## src/rtl/riscv_axi_rd_arb.sv

```systemverilog
// riscv_axi_rd_arb: shares one AXI4 read master (AR + R channels) between
// the instruction fetch unit (requester 0) and the load/store unit
// (requester 1). Round-robin grant, one outstanding read at a time, and
// R beats are routed combinationally back to the owner until RLAST.
module riscv_axi_rd_arb #(
    parameter int ADDR_W = 32,
    parameter int DATA_W = 32,
    parameter int ID_W   = 4
) (
    input  logic                  clock,
    input  logic                  reset,
    input  logic [1:0]            rq_arvalid,
    input  logic [2*ADDR_W-1:0]   rq_araddr,
    input  logic [15:0]           rq_arlen,
    output logic [1:0]            rq_arready,
    output logic [1:0]            rq_rvalid,
    output logic [DATA_W-1:0]     rq_rdata,
    output logic [1:0]            rq_rresp,
    output logic                  rq_rlast,
    input  logic [1:0]            rq_rready,
    output logic                  m_arvalid,
    output logic [ADDR_W-1:0]     m_araddr,
    output logic [7:0]            m_arlen,
    output logic [ID_W-1:0]       m_arid,
    input  logic                  m_arready,
    input  logic                  m_rvalid,
    input  logic [DATA_W-1:0]     m_rdata,
    input  logic [1:0]            m_rresp,
    input  logic                  m_rlast,
    input  logic [ID_W-1:0]       m_rid,
    output logic                  m_rready,
    output logic                  id_err
);

    typedef enum logic [1:0] {
        IDLE = 2'd0,
        ADDR = 2'd1,
        DATA = 2'd2
    } state_t;

    state_t              state_q, state_d;
    logic                owner_q, owner_d;
    logic                lastGrant_q, lastGrant_d;
    logic                idErr_q, idErr_d;
    logic [ADDR_W-1:0]   addr_q, addr_d;
    logic [7:0]          len_q, len_d;
    logic                grantSel;
    logic [ID_W-1:0]     ownerId;

    // The AR ID is simply the owner index widened to the AXI ID width.
    assign ownerId  = ID_W'(owner_q);
    assign m_arid   = ownerId;
    assign m_araddr = addr_q;
    assign m_arlen  = len_q;
    assign id_err   = idErr_q;

    // Next-state and output decode: arbitration in IDLE, AR presentation in
    // ADDR, zero-latency R routing to the owner in DATA.
    always_comb begin
        state_d     = state_q;
        owner_d     = owner_q;
        lastGrant_d = lastGrant_q;
        idErr_d     = idErr_q;
        addr_d      = addr_q;
        len_d       = len_q;
        grantSel    = 1'b0;
        rq_arready  = 2'b00;
        rq_rvalid   = 2'b00;
        rq_rdata    = '0;
        rq_rresp    = 2'b00;
        rq_rlast    = 1'b0;
        m_arvalid   = 1'b0;
        m_rready    = 1'b0;

        case (state_q)
            IDLE: begin
                if (!reset && (rq_arvalid != 2'b00)) begin
                    if (rq_arvalid == 2'b11) begin
                        grantSel = ~lastGrant_q;
                    end else begin
                        grantSel = rq_arvalid[1];
                    end
                    rq_arready  = grantSel ? 2'b10 : 2'b01;
                    owner_d     = grantSel;
                    lastGrant_d = grantSel;
                    addr_d      = grantSel ? rq_araddr[ADDR_W +: ADDR_W]
                                           : rq_araddr[0 +: ADDR_W];
                    len_d       = grantSel ? rq_arlen[15:8] : rq_arlen[7:0];
                    state_d     = ADDR;
                end
            end
            ADDR: begin
                m_arvalid = 1'b1;
                if (m_arready) begin
                    state_d = DATA;
                end
            end
            DATA: begin
                m_rready  = rq_rready[owner_q];
                rq_rvalid = owner_q ? {m_rvalid, 1'b0} : {1'b0, m_rvalid};
                rq_rdata  = m_rdata;
                rq_rresp  = m_rresp;
                rq_rlast  = m_rlast;
                if (m_rvalid && m_rready) begin
                    if (m_rid != ownerId) begin
                        idErr_d = 1'b1;
                    end
                    if (m_rlast) begin
                        state_d = IDLE;
                    end
                end
            end
            default: begin
                state_d = IDLE;
            end
        endcase
    end

    // State register; reset abandons any transaction in flight and makes
    // requester 0 the winner of the next contest.
    always_ff @(posedge clock) begin
        if (reset) begin
            state_q     <= IDLE;
            owner_q     <= 1'b0;
            lastGrant_q <= 1'b1;
            idErr_q     <= 1'b0;
            addr_q      <= '0;
            len_q       <= '0;
        end else begin
            state_q     <= state_d;
            owner_q     <= owner_d;
            lastGrant_q <= lastGrant_d;
            idErr_q     <= idErr_d;
            addr_q      <= addr_d;
            len_q       <= len_d;
        end
    end

endmodule

```

## config.mk

```make
export PLATFORM = sky130hd
export DESIGN_NAME = riscv_axi_rd_arb
export DESIGN_NICKNAME = d
export VERILOG_FILES = /design/src/rtl/riscv_axi_rd_arb.sv
export SDC_FILE = /design/constraint.sdc
export NUM_CORES = 1
export LEC_CHECK = 0
export BUFFER_PORTS_ARGS = -buffer_cell sky130_fd_sc_hd__buf_2
export CORE_MARGIN = 2
export CORE_UTILIZATION = 25
export CTS_CLUSTER_SIZE = 12
export DETAILED_ROUTE_END_ITERATION = 10
export GPL_ROUTABILITY_DRIVEN = 1
export GPL_TIMING_DRIVEN = 0
export PLACE_DENSITY = 0.63
export SYNTH_ARGS = -nofsm -noshare
export SYNTH_HDL_FRONTEND = slang
export SYNTH_SLANG_ARGS = --single-unit
export TNS_END_PERCENT = 30
```

## constraint.sdc

```tcl
create_clock -name clock -period 2.6 [get_ports clock]
set_input_delay 0.39 -clock clock [delete_from_list [all_inputs] [get_ports clock]]
set_output_delay 0.39 -clock clock [all_outputs]
set_load 0.1 [all_outputs]
```

==> results of run 1 <==
[final timing paths]
kind                  to
max          rq_rdata[9]
min           state_q[1]
max reg2reg   m_arlen[2]
min reg2reg       id_err
[timing repair]
| action | CTS | global route |
|---|---|---|
| gates resized for setup | 0 | 4 |
| hold buffers | 0 | 0 |
| setup endpoints to repair | 0 | 4 |
[layout make-up]
cell class	instances	area, um^2
Sequential cell	45	901
Inverter	2	7.51
Multi-Input combinational cell	228	1550
Clock buffer	6	72.6
Tap cell	140	175
Clock inverter	2	38.8
Timing Repair Buffer	209	1060
Buffer	34	267
Fill cell	1113	6640
[kinds of logic after synthesis]
kind of cell | synth area share, %
flip-flops | 33.2
AO/OA/AOI/OAI | 32.1
other | 0.138
multiplexers | 0.369
XOR/XNOR | 0.323
buffers and inverters | 10.1
AND/OR/NAND/NOR | 23.7
[critical path, stage by stage (launching register included)]
cell and delay [ns]:
dfxtp_1 0.44, nor2b_1 0.20, buf_2 0.22, clkbuf_1 0.28, and2_1 0.18, buf_2 0.42
[per-stage QoR]
step / instances / instance area [um^2] / hold WS [ns] / power (mW)
2_1_floorplan: 309 / 2720 / 0.481 / 1.91
3_3_place_gp: 658 / 3940 / 0.441 / 2.17
3_5_place_dp: 658 / 3940 / 0.442 / 2.18
4_1_cts: 666 / 4050 / 0.325 / 2.73
5_1_grt: 666 / 4060 / 0.326 / 2.83
6_report: 666 / 4060 / 0.337 / 2.70
[per-layer routing]
metal | global-route usage, % | up-vias | share of wire (%)
met4 | 3.30 | 0 | 0.94
met1 | 15.7 | 1359 | 38
met2 | 28.4 | 138 | 52
li1 | - | 1505 | -
met5 | 0 | - | 0
met3 | 3.50 | 8 | 9.1
[flip-flops by register name, indices dropped and copies added, names as in the netlist]
name         count
id_err           1
m_araddr        32
lastGrant_q      1
m_arlen          8
owner_q          1
state_q          2
[report_power, final]
group	internal [mW]	switching, mW
Sequential	0.763	0.0432
Combinational	0.325	1.02
Clock	0.289	0.252
Total	1.38	1.32
[layout by cell type (no fill, tap or decap), types with 2 or more instances in the layout]
| master | n |
|---|---|
| clkbuf_8 | 5 |
| clkbuf_4 | 4 |
| a21oi_1 | 43 |
| o21ai_0 | 2 |
| dfxtp_1 | 45 |
| inv_1 | 2 |
| nor2_1 | 4 |
| nor2b_1 | 2 |
| buf_4 | 8 |
| nand2_1 | 83 |
| conb_1 | 3 |
| buf_2 | 210 |
| buf_6 | 5 |
| and2_1 | 35 |
| a211o_1 | 2 |
| buf_12 | 4 |
| clkbuf_1 | 13 |
| a311oi_2 | 40 |
==> metrics.md, run 1 <==
| Metric | Value |
|---|---|
| Crit-path max FO | 10 |
| Warnings, synthesis | 0 |
| Num CTS Buffers | 5 |
| Worst EP required | 2.21 ns |
| 1st-iter DRT viols | 82 |
| RSZ-0062 raised after global routing | no |
| Period utilization | 93.4% |
| Fin nets | between 600 and 700 |
| Mean Syn Cell Area | 8.84 um^2 |
| Pre-CTS setup slack | 0.390 ns |
| Setup bufs post-CTS | 0 |
| First-pass iteration count of the detailed router | 4 |
| Count leader, synth | nand2_1 |
| Crit path DAT | 2.04 ns |
| CTS Buffer Depth | 2 |
| RePlAce Congestion | 0.735 |
| Async SR Flop Fraction | 0% |
| Synth top area share | ~33% |
| IO Count | about 210 |
| Die ar. | 11700 um^2 |
| Worst skew pair latency | 0.30 ns |
| IO buf count | 209 |
| ANT nets after route | 0 |
| Setup violators final | 0 |
| Power Dens Cells | 664 nW/um^2 |
| Share of cells above drive strength 1 | 53.8% |
| Antenna cells | 0 |
| HP Class | in2reg |
| Vias in the first global route | 2902 |
| FP Rows | 38 |
| All-Layer GR Usage | 14.6% |
| Slew margin rel. | 52.2% |
| Mapped Cells | 307 |
| Root Buffer | clkbuf_8 |
| Core Region | 10700 um^2 |
| Distinct cells, synth | 30 |
| #FFs+latches synth | 45 |
| CTS tree | done |
| Initial antenna violation count | 0 |
| First-pass GRT wire length | 13.5 mm |
| Dominant synthesized flop cell | dfxtp_1 |
| Reg2reg path depth | 4 |
| Hold depth | 3 |
| Yosys top cell by area | dfxtp_1 |
| CP Launch Point | state_q[1] |
| Netlist Area Pre-Place | 2710 um^2 |
| FF-to-FF Start | lastGrant_q |
| Final hold vios | 0 |
| Global route overflow | 0 |
| Final min period | 2.43 ns |
| Outcome | finished clean |
| CTS clock-pin slew for the worst setup and hold paths | 0.09 ns |
| Die X | 108 um |
| Vias | 3010 |
| WS Path Type | reg2out |
| Setup TNS | 0 ns |
| Final Max Slew Viols | 0 |
| Max Clk Rate | 412 MHz |
| Clock sinks | 45 |
| MaxCap Viol Count | 0 |
| DR DRC count | 0 |
| Top post-synthesis cells by count | nand2_1, dfxtp_1, a21oi_1, a311oi_2, and2_1 |
| Worst VDD drop | 0.000318 V |
| Vias per std cell | about 4.5 |
| CP startpoint kind | flip-flop |
| Area Growth Syn to Fin | 49.8% |
| Seq/Total Area, Yosys | 33.2% |
| Final Util | a little under two fifths |
| DP Wirelength | 7.26 mm |
| Crit. End Element | output pin |
| Largest net degree at the start of global routing | 15 |
| Setup ws final | 0.171 ns |
| Leakage dissipation | 2.00 nW |
| DIE HEIGHT | 108 um |
| Routed wire per std cell | 13.5 um |
| Hold Path Origin | m_arready |
| Post-synth EDFFs | 0 |
| Flop-to-flop setup slack | between 1 and 1.5 ns |
| Skew final | 0.0127 ns |
| H-tree level count | 2 |
| WL final | 9.01 mm |
| Top cells by area, synth | dfxtp_1, a311oi_2, nand2_1, and2_1, a21oi_1 |
| Worst Tran Pin Value | 0.717 ns |
| Initial core utilization | 25.4% |
Power figures use the tool's default switching activity.
==> run 2: changes to the inputs <==
==> constraint.sdc (replaced) <==
create_clock -name clock -period 2.6 [get_ports clock]
set_input_delay 0.13 -clock clock [delete_from_list [all_inputs] [get_ports clock]]
set_output_delay 0.13 -clock clock [all_outputs]
set_load 0.1 [all_outputs]
==> run 2 against run 1 <==
  * Utilization is 0.094 points lower
  * Via count is essentially flat
  * Count of clock-buffer cells in the layout stayed put
  * Power about the same
  * Clock power hardly changed
  * Die area unchanged
  * Flip-flop and latch count is the same
==> metrics.md, run 2 (synthesized netlist as in run 1, its figures left out) <==
| Metric | Value |
|---|---|
| Outcome | finished clean |
| Fin nets | 652 (unchanged) |
| Flop-to-flop setup slack | 1.12 ns (about the same) |
| RePlAce Congestion | 0.735 (unchanged) |
| Worst skew pair latency | 0.30 ns (about the same) |
| Initial core utilization | 25.4% (unchanged) |
| Largest net degree at the start of global routing | 15 (unchanged) |
| HP Class | in2reg |
| Post-layout instance area | 4050 um^2 (-0.25%) |
| Core Region | 10700 um^2 (unchanged) |
| CP startpoint kind | flip-flop |
| CTS Buffer Depth | 2 (unchanged) |
| Worst VDD drop | 0.000318 V (about the same) |
| Max Clk Rate | 452 MHz (+9.7%) |
| ANT nets after route | 0 (unchanged) |
| Final min period | 2.21 ns (-0.216 ns) |
| Share of cells above drive strength 1 | 53.8% (unchanged) |
| First-pass GRT wire length | 13.5 mm (unchanged) |
| Setup TNS | 0 ns (unchanged) |
| Skew final | 0.0119 ns (-0.000885 ns) |
| Root Buffer | clkbuf_8 |
| Worst Tran Pin Value | 0.712 ns (-0.00421 ns) |
| Final Max Slew Viols | 0 (unchanged) |
| Slew margin rel. | 52.5% (+0.28 points) |
| Vias in the first global route | 2902 (unchanged) |
| Die ar. | 11700 um^2 (unchanged) |
| Most common cell after layout, fill and taps aside | buf_2 |
| Clock sinks | 45 (unchanged) |
| IO buf count | 209 (unchanged) |
| Fill cell count | 1114 (+0.090%) |
| Vias per std cell | 4.52 (about the same) |
| CTS tree | done |
| Crit. End Element | output pin |
| Routed wire per std cell | 13.5 um (about the same) |
| Vias | 3007 (-0.10%) |
| Setup bufs post-CTS | 0 (unchanged) |
| Worst EP required | 2.47 ns (+0.26 ns) |
| DR DRC count | 0 (unchanged) |
| Period utilization | 85.1% (-8.3 points) |
| 1st-iter DRT viols | 72 (-12%) |
| WL final | 9.01 mm (about the same) |
| Total power | 2.70 mW (about the same) |
| Hold-fix buffers, CTS | 0 (unchanged) |
| Register area | 901 um^2 (unchanged) |
| Crit-path max FO | 10 (unchanged) |
| Crit path DAT | 2.08 ns (+0.04 ns) |
| FP Rows | 38 (unchanged) |
| Die X | 108 um (unchanged) |
| Leakage dissipation | 2.00 nW (+0.13%) |
| Multi-input logic area | 1550 um^2 (unchanged) |
| IO Count | 213 (unchanged) |
| Area after DPL | 3940 um^2 (unchanged) |
| First-pass iteration count of the detailed router | 4 (unchanged) |
| Initial antenna violation count | 0 (unchanged) |
| Post_cts resized | 0 (unchanged) |
| Max reg flops | 32 (unchanged) |
| Global route overflow | 0 (unchanged) |
| CTS clock-pin slew for the worst setup and hold paths | 0.09 ns (about the same) |
| RSZ-0062 raised after global routing | no |
| Power Dens Cells | 665 nW/um^2 (+0.24%) |
| H-tree level count | 2 (unchanged) |
| Setup violators final | 0 (unchanged) |
| Num CTS Buffers | 5 (unchanged) |
| Area Growth Syn to Fin | 49.4% |
| All-Layer GR Usage | 14.6% (unchanged) |
| Commonest cells after routing, fill and taps aside | buf_2, nand2_1, dfxtp_1, a21oi_1, a311oi_2 |
| WS Path Type | reg2out |
| Final hold vios | 0 (unchanged) |
| DP Wirelength | 7.26 mm (unchanged) |
| Antenna cells | 0 (unchanged) |
| MaxCap Viol Count | 0 (unchanged) |
| DIE HEIGHT | 108 um (unchanged) |
## run 2: changes by cell type in the layout (fill, tap and decap cells not counted), sizes merged
cell | previous run | this run
buf | 227 | 231
clkbuf | 22 | 18
## run 2: final cells by class
| cell class | count | share of cell area, % |
|---|---|---|
| Multi-Input combinational cell | 228 | 38.1 |
| Timing Repair Buffer | 209 | 25.8 |
| Inverter | 2 | 0.185 |
| Sequential cell | 45 | 22.2 |
| Clock buffer | 6 | 1.79 |
| Buffer | 34 | 6.58 |
| Tap cell | 140 | 4.32 |
| Clock inverter | 2 | 0.957 |
## run 2: worst paths after layout
check,from,end,cells after the start
max,state_q[1],rq_rdata[6],5
min,m_arready,state_q[1],3
max reg2reg,state_q[1],m_arlen[2],4
min reg2reg,id_err,id_err,2
## run 2: worst max-delay path: stages, from the launching register on
cell and delay (ns):
dfxtp_1 0.44, nor2b_1 0.20, buf_2 0.22, clkbuf_1 0.29, and2_1 0.21, buf_2 0.43
## run 2: through the flow
| step | hold slack (ns) | worst slack (ns) | std cells | util [%] |
|---|---|---|---|---|
| final | 0.0772 | 0.386 | 666 | 37.9 |
| after global routing | 0.0663 | 0.229 | 666 | 37.9 |
| after CTS | 0.0655 | 0.310 | 666 | 37.9 |
| after detailed placement | 0.390 | 0.661 | 658 | 36.8 |
| after global placement | 0.387 | 0.678 | 658 | 36.8 |
| after floorplan | 0.266 | 0.385 | 309 | - |
## run 2: where the power goes
part,leakage (nW),switching [mW],internal (mW)
Sequential,0.371,0.0432,0.763
Clock,0.0554,0.253,0.289
Combinational,1.57,1.02,0.324
## run 2: layer usage
layer,up-vias,track usage [%],routed length [um]
met3,8,3.50,816
met5,-,0,0
met4,0,3.30,85
met1,1358,15.7,3450
li1,1505,-,-
met2,136,28.4,4660
